**config.mk**
```make
export PLATFORM = sky130hd
export DESIGN_NAME = aq_axi_getfreq_sched
export DESIGN_NICKNAME = d
export VERILOG_FILES = /design/src/rtl/aq_axi_getfreq_sched.sv
export SDC_FILE = /design/constraint.sdc
export NUM_CORES = 1
export LEC_CHECK = 0
export BUFFER_PORTS_ARGS = -buffer_cell sky130_fd_sc_hd__buf_2
export CAP_MARGIN = 20
export CORE_AREA = 5 5 97 76
export DETAILED_ROUTE_END_ITERATION = 8
export DIE_AREA = 0 0 102 81
export GPL_TIMING_DRIVEN = 1
export MAX_ROUTING_LAYER = met4
export PLACE_DENSITY = 0.83
export SKIP_CTS_REPAIR_TIMING = 1
export SYNTH_ARGS = -nofsm -noshare
export SYNTH_HDL_FRONTEND = slang
export SYNTH_SLANG_ARGS = --single-unit
```
**constraint.sdc**
```tcl
create_clock -name AQ_LOCAL_CLK -period 3.17 [get_ports AQ_LOCAL_CLK]
set_input_delay 0.634 -clock AQ_LOCAL_CLK [delete_from_list [all_inputs] [get_ports AQ_LOCAL_CLK]]
set_output_delay 0.634 -clock AQ_LOCAL_CLK [all_outputs]
set_load 0.01 [all_outputs]
```
**src/rtl/aq_axi_getfreq_sched.sv**
```systemverilog
// aq_axi_getfreq_sched: round-robin scheduler sequencing the shared frequency engine (clear, gate, settle, capture)
module aq_axi_getfreq_sched #(
  parameter int NUM_REQ       = 4,
  parameter int ID_W          = 2,
  parameter int CNT_W         = 32,
  parameter int CLEAR_CYCLES  = 4,
  parameter int GATE_CYCLES   = 100000000,
  parameter int SETTLE_CYCLES = 8
) (
  input  logic               AQ_LOCAL_CLK,
  input  logic               RST,
  input  logic               ENABLE,
  input  logic [NUM_REQ-1:0] REQ,
  output logic [NUM_REQ-1:0] GNT,
  output logic [NUM_REQ-1:0] DONE,
  output logic               BUSY,
  output logic [ID_W-1:0]    ENG_SEL,
  output logic               ENG_CLEAR,
  output logic               ENG_GATE,
  input  logic [CNT_W-1:0]   ENG_COUNT,
  input  logic               ENG_OVF,
  output logic [CNT_W-1:0]   RESULT,
  output logic [ID_W-1:0]    RESULT_ID,
  output logic               RESULT_OVF,
  output logic               RESULT_VALID
);
  localparam int MAXC = (CLEAR_CYCLES > GATE_CYCLES) ?
                        ((CLEAR_CYCLES > SETTLE_CYCLES) ? CLEAR_CYCLES : SETTLE_CYCLES) :
                        ((GATE_CYCLES > SETTLE_CYCLES) ? GATE_CYCLES : SETTLE_CYCLES);
  localparam int TW = $clog2(MAXC + 1);
  typedef enum logic [2:0] {IDLE, CLEAR, GATE, SETTLE, CAPT} state_t;
  state_t state, state_n;
  logic [TW-1:0] timer, timer_n;
  logic [ID_W-1:0] ptr, off, pick;
  logic [ID_W:0] sum;
  logic [NUM_REQ-1:0] rot, sel_oh;
  logic grant, hold, expired;
  assign sel_oh  = NUM_REQ'(1) << ENG_SEL;
  assign hold    = |(REQ & sel_oh);
  assign expired = timer == '0;
  assign rot     = NUM_REQ'({REQ, REQ} >> ptr);
  // Lowest set bit of the rotated request vector is the first requester at or after ptr
  always_comb begin
    off = '0;
    for (int i = NUM_REQ - 1; i >= 0; i--)
      if (rot[i]) off = ID_W'(i);
    sum  = {1'b0, ptr} + {1'b0, off};
    pick = (sum >= (ID_W+1)'(NUM_REQ)) ? ID_W'(sum - (ID_W+1)'(NUM_REQ)) : sum[ID_W-1:0];
  end
  always_comb begin
    state_n = state;
    timer_n = timer - TW'(1);
    grant   = 1'b0;
    case (state)
      IDLE: begin
        timer_n = '0;
        if (ENABLE && |REQ) begin
          grant   = 1'b1;
          state_n = CLEAR;
          timer_n = TW'(CLEAR_CYCLES - 1);
        end
      end
      CLEAR: begin
        if (!hold) state_n = IDLE;
        else if (expired) begin
          state_n = GATE;
          timer_n = TW'(GATE_CYCLES - 1);
        end
      end
      GATE: begin
        if (!hold) state_n = IDLE;
        else if (expired) begin
          state_n = SETTLE;
          timer_n = TW'(SETTLE_CYCLES - 1);
        end
      end
      SETTLE: state_n = !hold ? IDLE : (expired ? CAPT : SETTLE);
      default: state_n = IDLE;
    endcase
  end
  always_ff @(posedge AQ_LOCAL_CLK) begin
    if (RST) begin
      state        <= IDLE;
      timer        <= '0;
      ptr          <= '0;
      ENG_SEL      <= '0;
      RESULT       <= '0;
      RESULT_ID    <= '0;
      RESULT_OVF   <= 1'b0;
      RESULT_VALID <= 1'b0;
      DONE         <= '0;
    end else begin
      state        <= state_n;
      timer        <= timer_n;
      RESULT_VALID <= state == CAPT;
      DONE         <= (state == CAPT) ? sel_oh : '0;
      if (grant) begin
        ENG_SEL <= pick;
        ptr     <= (pick == ID_W'(NUM_REQ - 1)) ? '0 : pick + ID_W'(1);
      end
      if (state == CAPT) begin
        RESULT     <= ENG_COUNT;
        RESULT_OVF <= ENG_OVF;
        RESULT_ID  <= ENG_SEL;
      end
    end
  end
  assign GNT       = (state != IDLE) ? sel_oh : '0;
  assign BUSY      = state != IDLE;
  assign ENG_CLEAR = state == CLEAR;
  assign ENG_GATE  = state == GATE;
endmodule

```
Yosys cells after proc, flatten, opt, wreduce, memory -nomap -nowiden
Index checks and enable logic that the tools add are counted.
- add/subtract/negate cells: 4
- order comparisons: 1
- equal/unequal tests: 8
- shift operators: 2
- multiplexer cells: 23
- bitwise operators: 2
- reductions and logical operators: 8
- operator list (operator ; count):
    two-way mux 27 bit ; 4
    case mux 27 bit (3 select lines) ; 1
    zero test 27 bit ; 1
    subtractor 27 x 1 -> 27 bit, second input constant ; 1
    two-way mux 3 bit ; 7
    two-way mux 2 bit ; 7
    case mux 3 bit (4 select lines) ; 1
    OR reduction 4 bit ; 2
    >> shifter 8 x 2 -> 4 bit ; 1
    == test 3 x 2 -> 1 bit, second input constant ; 2
    inequality test 3 x 2 -> 1 bit, second input constant ; 2
    bitwise AND 4 bit ; 1
    two-way mux 4 bit ; 1
    << shifter 1 x 2 -> 4 bit, first input constant ; 1
    adder 2 x 2 -> 3 bit ; 1
    == test 3 x 1 -> 1 bit, second input constant ; 1
    == test 3 bit, second input constant ; 1
    >= comparator 3 bit, second input constant ; 1
    zero test 3 bit ; 1
    AND reduction 3 bit ; 1
    nonzero test 3 bit ; 1
    adder 2 x 1 -> 2 bit, second input constant ; 1
    == test 2 bit, second input constant ; 1
    two-way mux 1 bit ; 2
    5 further kinds ; 5
- register bits: 74
- input bits: 40
- output and inout port bits: 49
- word-level logic and storage cells: 57

Longest topological paths before layout
- word-level depth: 10
- mapped depth: 11
- depth with buffers taken out: 10

Worst setup path after synthesis
OpenSTA, ideal clock, no wires.
- path type: input to register
- from: in REQ[0]
- to: reg ptr[1]
- setup time: 121 ps
- data arrival time: 2735 ps
- data required time: 3049 ps
- setup slack: 314 ps
- cell stages on the path: 10
- path buffers: 1
- path through: clkbuf_1 nor2_1 a221oi_1 a21oi_1 a211o_1 ha_1 xnor2_1 or3_1 a21oi_1 mux2_2
- cells in the longest elaborated chain, start to end: 10
- elaborated cells between the ends (all ways): 16
- those cells by class: 3 x add/sub; 1 x order compare; 1 x eq/ne; 1 x shift; 8 x mux; 2 x reduce/logical
- RTL lines (element ; line ; RTL):
    start, declared ; 13 ; input logic [NUM_REQ-1:0] REQ,
    >> shifter 8 x 2 -> 4 bit (*) ; 41 ; assign rot = NUM_REQ'({REQ, REQ} >> ptr);
    two-way mux 2 bit (3 in series) ; 46 ; if (rot[i]) off = ID_W'(i);
    two-way mux 2 bit (*) ; 46 ;
    adder 2 x 2 -> 3 bit (*) ; 47 ; sum = {1'b0, ptr} + {1'b0, off};
    >= comparator 3 bit / subtractor 2 x 1 -> 2 bit (equally long branches) ; 48 ; pick = (sum >= (ID_W+1)'(NUM_REQ)) ? ID_W'(sum - (ID_W+1)'(NUM_REQ)) : sum[ID_W-1:0];
    two-way mux 2 bit (*) ; 48 ;
    named net pick[0] ; 34 ; logic [ID_W-1:0] ptr, off, pick;
    adder 2 x 1 -> 2 bit / == test 2 bit (equally long branches) ; 99 ; ptr <= (pick == ID_W'(NUM_REQ - 1)) ? '0 : pick + ID_W'(1);
    two-way mux 2 bit (*) ; 99 ;
    end signal, assigned ; 99 ;
    end, declared ; 34 ;
The timed path passes the listed nets; every way through them passes the cells marked *.
A chain may end at the register's enable or synchronous reset.

Worst setup path in the final report
- from: reg ptr[0]
- to: reg ptr[1]
- cells in the longest elaborated chain, start to end: 10
- elaborated cells between the ends (all ways): 12
- those cells by class: 3 x add/sub; 1 x order compare; 1 x eq/ne; 1 x shift; 6 x mux
- RTL lines (element ; line):
    >> shifter 8 x 2 -> 4 bit ; 41
    two-way mux 2 bit (4 in series) ; 46
    adder 2 x 2 -> 3 bit (*) ; 47
    >= comparator 3 bit / subtractor 2 x 1 -> 2 bit (equally long branches) ; 48
    two-way mux 2 bit (*) ; 48
    named net pick[0] ; 34
    adder 2 x 1 -> 2 bit / == test 2 bit (equally long branches) ; 99
    two-way mux 2 bit (*) ; 99
Marks and branches as above.

==> Flow_metrics.wiki <==
{| class="wikitable"
! Metric !! Value
|-
| CP delay by family, top || compound AO/OA/AOI/OAI gates
|-
| Number of buffers and inverters on the critical path || 0
|-
| Maximum number of pins on one net before global-route repair || 43
|-
| Leading cell types by total area after synthesis || dfxtp_1, nand2_1, a21oi_1, nor2_1, xnor2_1
|-
| Sum Neg Setup Slack || 0 ps
|-
| Post-synth EDFFs || 0
|-
| Die Wd || approximately 100 µm
|-
| Setup repair after global routing missed its margin || false
|-
| Fin. max-slew vios || 0
|-
| Buffer cell driving the clock tree root || clkbuf_8
|-
| Row count || 25
|-
| Total via count after detailed routing || between 2000 and 3000
|-
| Yosys cell types || 44
|-
| Starting DRC count in detailed routing || ~160
|-
| Post-detailed-route wirelength per cell || 13.5 µm
|-
| Vias per Instance || between 5 and 6
|-
| Fraction of registers with async set/reset || 0%
|-
| Post-synth design cell area || ~3200 µm²
|-
| Share of the clock period used by the worst path after layout || 86.4%
|-
| Cells after synthesis || 391
|-
| Final core area utilization || a little over three fifths
|-
| Num CTS Buffers || 9
|-
| VDD IR-drop max || roughly 0.46 mV
|-
| Number of placed I/O pins || 89
|-
| Die footprint || 8260 µm²
|-
| Total power per unit cell area || a little over 1000 nW/µm²
|-
| Clock-pin slew on the worst setup and hold paths || around 70 ps
|-
| Endpoint arrival time on the critical path || between 2000 and 3000 ps
|-
| Area Overhead vs Synth || 22.8%
|-
| NumNets Final || ~500
|-
| Initial standard-cell utilization of the core || a little over 50%
|-
| Share of the yosys chip area belonging to registers || around 47%
|-
| Worst skew pair latency || ~340 ps
|-
| Avg Inst Size Synth || 8.13 µm²
|-
| Cells along the critical path || nor2_1 > a221oi_1 > a21oi_1 > a211o_1 > ha_1 > xnor2_1 > or3_1 > a21oi_1 > mux2_2
|-
| Global-route congestion overflow total || 0
|-
| Number of warnings issued by yosys || 0
|-
| Total inserted antenna cells || 0
|-
| Kind of end point of the critical path || register
|-
| # DRC || 0
|-
| Final wirelength || between 7 and 8 mm
|-
| Largest fanout on the critical path || 11
|-
| Fraction of final layout cells with drive strength greater than 1 || between 20 and 25%
|-
| Clock tree from TritonCTS || done
|-
| Antenna violations before repair || 0
|-
| Yosys top cell by area || dfxtp_1
|-
| Worst relative slew slack || about three fifths
|-
| Count of buffers inserted at the top-level ports || a little under 90
|-
| Crit start category || register
|-
| Min-delay worst type || register to register
|-
| Most frequent cell after synthesis || nand2_1
|-
| Area of the placeable core || 6220 µm²
|-
| Net Count, Synth || approximately 430
|-
| Worst endpoint required time || around 3400 ps
|-
| Max-capacitance violation count || 0
|-
| Most common library cells after synthesis || nand2_1, dfxtp_1, a21oi_1, nor2_1, clkbuf_1
|-
| Top-area cell type share of the netlist area || between 40% and 50%
|-
| Post-detail-place hpwl || between 5 and 6 mm
|-
| Achievable clock frequency || about 370 MHz
|-
| Flip-flop cell with the highest count after synthesis || dfxtp_1
|-
| 1st-pass router iterations || 4
|-
| Hold violation total from the final report || 0
|-
| Final count of negative-setup-slack endpoints || 0
|-
| H-tree levels || 3
|-
| Clock period minus worst slack || ~2700 ps
|-
| Lkg Pwr || between 0.0015 and 0.002 µW
|-
| Clock Path Buffers || 2
|-
| Class of the most critical setup path || register to register
|-
| Run status || finished clean
|-
| Total track usage || around 19%
|-
| Count of antenna-violating nets left after detailed routing || 0
|-
| Clock skew after layout || ~10 ps
|-
| Actual slew at the worst max-slew pin || 611 ps
|-
| Via count of the first global-routing pass || 2787
|-
| Most numerous cell on the critical path || a21oi_1
|-
| Worst stage delay on the critical path || ~540 ps
|-
| Total clock sinks || 74
|-
| Gpl congestion || between 0.8 and 0.9
|-
| Register bit total from synthesis || 74
|-
| Cell type of the slowest stage on the worst timing path || dfxtp_1
|-
| Global-route wire length before repair || roughly 13 mm
|-
| Y dimension of the die || around 81 µm
|}
-- layer usage --
layer / global-route usage, % / wire length (µm) / up-vias
li1: - / - / 1488
met1: 24.6 / 3290 / 1295
met2: 31.3 / 3600 / 85
met3: 4.81 / 481 / 15
met4: 5.50 / 116 / 0
met5: - / 0 / -
-- through the flow --
step	instance area (µm²)	std cells	power [µW]	hold slack, ps	setup WS [ps]
after global placement	3660	541	3070	439	341
after CTS	3900	557	4010	455	472
final	3900	557	4000	451	432
after floorplan	3180	391	2770	481	314
after detailed placement	3660	541	3130	445	222
after global routing	3900	557	4290	474	319
-- worst paths after layout --
check / startpoint / endpoint / slack (ps) / cells after the start
min reg2reg: RESULT[12]$_SDFFE_PP0P_ / RESULT[12]$_SDFFE_PP0P_ / 450 / 2
min: RESULT[12]$_SDFFE_PP0P_ / RESULT[12]$_SDFFE_PP0P_ / 450 / 2
max reg2reg: ptr[0]$_SDFFE_PP0P_ / ptr[1]$_SDFFE_PP0P_ / 430 / 9
max: ptr[0]$_SDFFE_PP0P_ / ptr[1]$_SDFFE_PP0P_ / 430 / 9
-- cell usage in the layout (no fill, tap or decap), types with 2 or more instances in the layout --
cell type   n
nand2_1    90
buf_2      88
dfxtp_1    74
a21oi_1    58
nor2_1     37
xnor2_1    15
xor2_1     14
nor3_1     13
nor4_1      9
clkbuf_8    9
nor3b_1     4
inv_1       4
nand3b_1    4
or3_1       4
buf_4       4
nand2b_1    3
nand3_1     3
ha_1        3
bufinv_16   3
nor2b_1     2
nor4_2      2
a31oi_1     2
o21ai_0     2
nand4_1     2
or4_4       2
inv_6       2
-- cells by family after synthesis --
family	Yosys count	share of synthesized area [%]
fa+ha+maj	3	1.18
xor+xnor	29	7.99
compound gates	70	11.9
buf+inv	27	3.23
simple gates	185	27.7
flops	74	46.6
mux	3	1.38
-- flip-flops by register name, indices dropped and copies added (netlist names) --
register,cells
RESULT,32
timer,27
DONE,4
state,3
ENG_SEL,2
RESULT_ID,2
ptr,2
RESULT_OVF,1
RESULT_VALID,1
-- report_power, final --
| part | total [µW] | switching [µW] | internal [µW] |
|---|---|---|---|
| registers | 1270 | 197 | 1070 |
| clock network | 873 | 346 | 527 |
| logic | 1860 | 1030 | 828 |
| total | 4000 | 1570 | 2430 |
-- worst min-delay path, delay by kind of cell (launching register included) --
| kind | cells | cell delay (ps) |
|---|---|---|
| simple gates | 1 | 50 |
| flops | 1 | 310 |
| compound gates | 1 | 50 |
-- cell type report --
class                      instances  area, µm²
sequential                        74       1480
clock inverter                     6        113
multi-input combinational        290       1600
fill                             527       2320
timing repair buffer              92        470
tap                               81        101
inverter                           4       15.0
clock buffer                      10        128
Power figures use the tool's default switching activity.
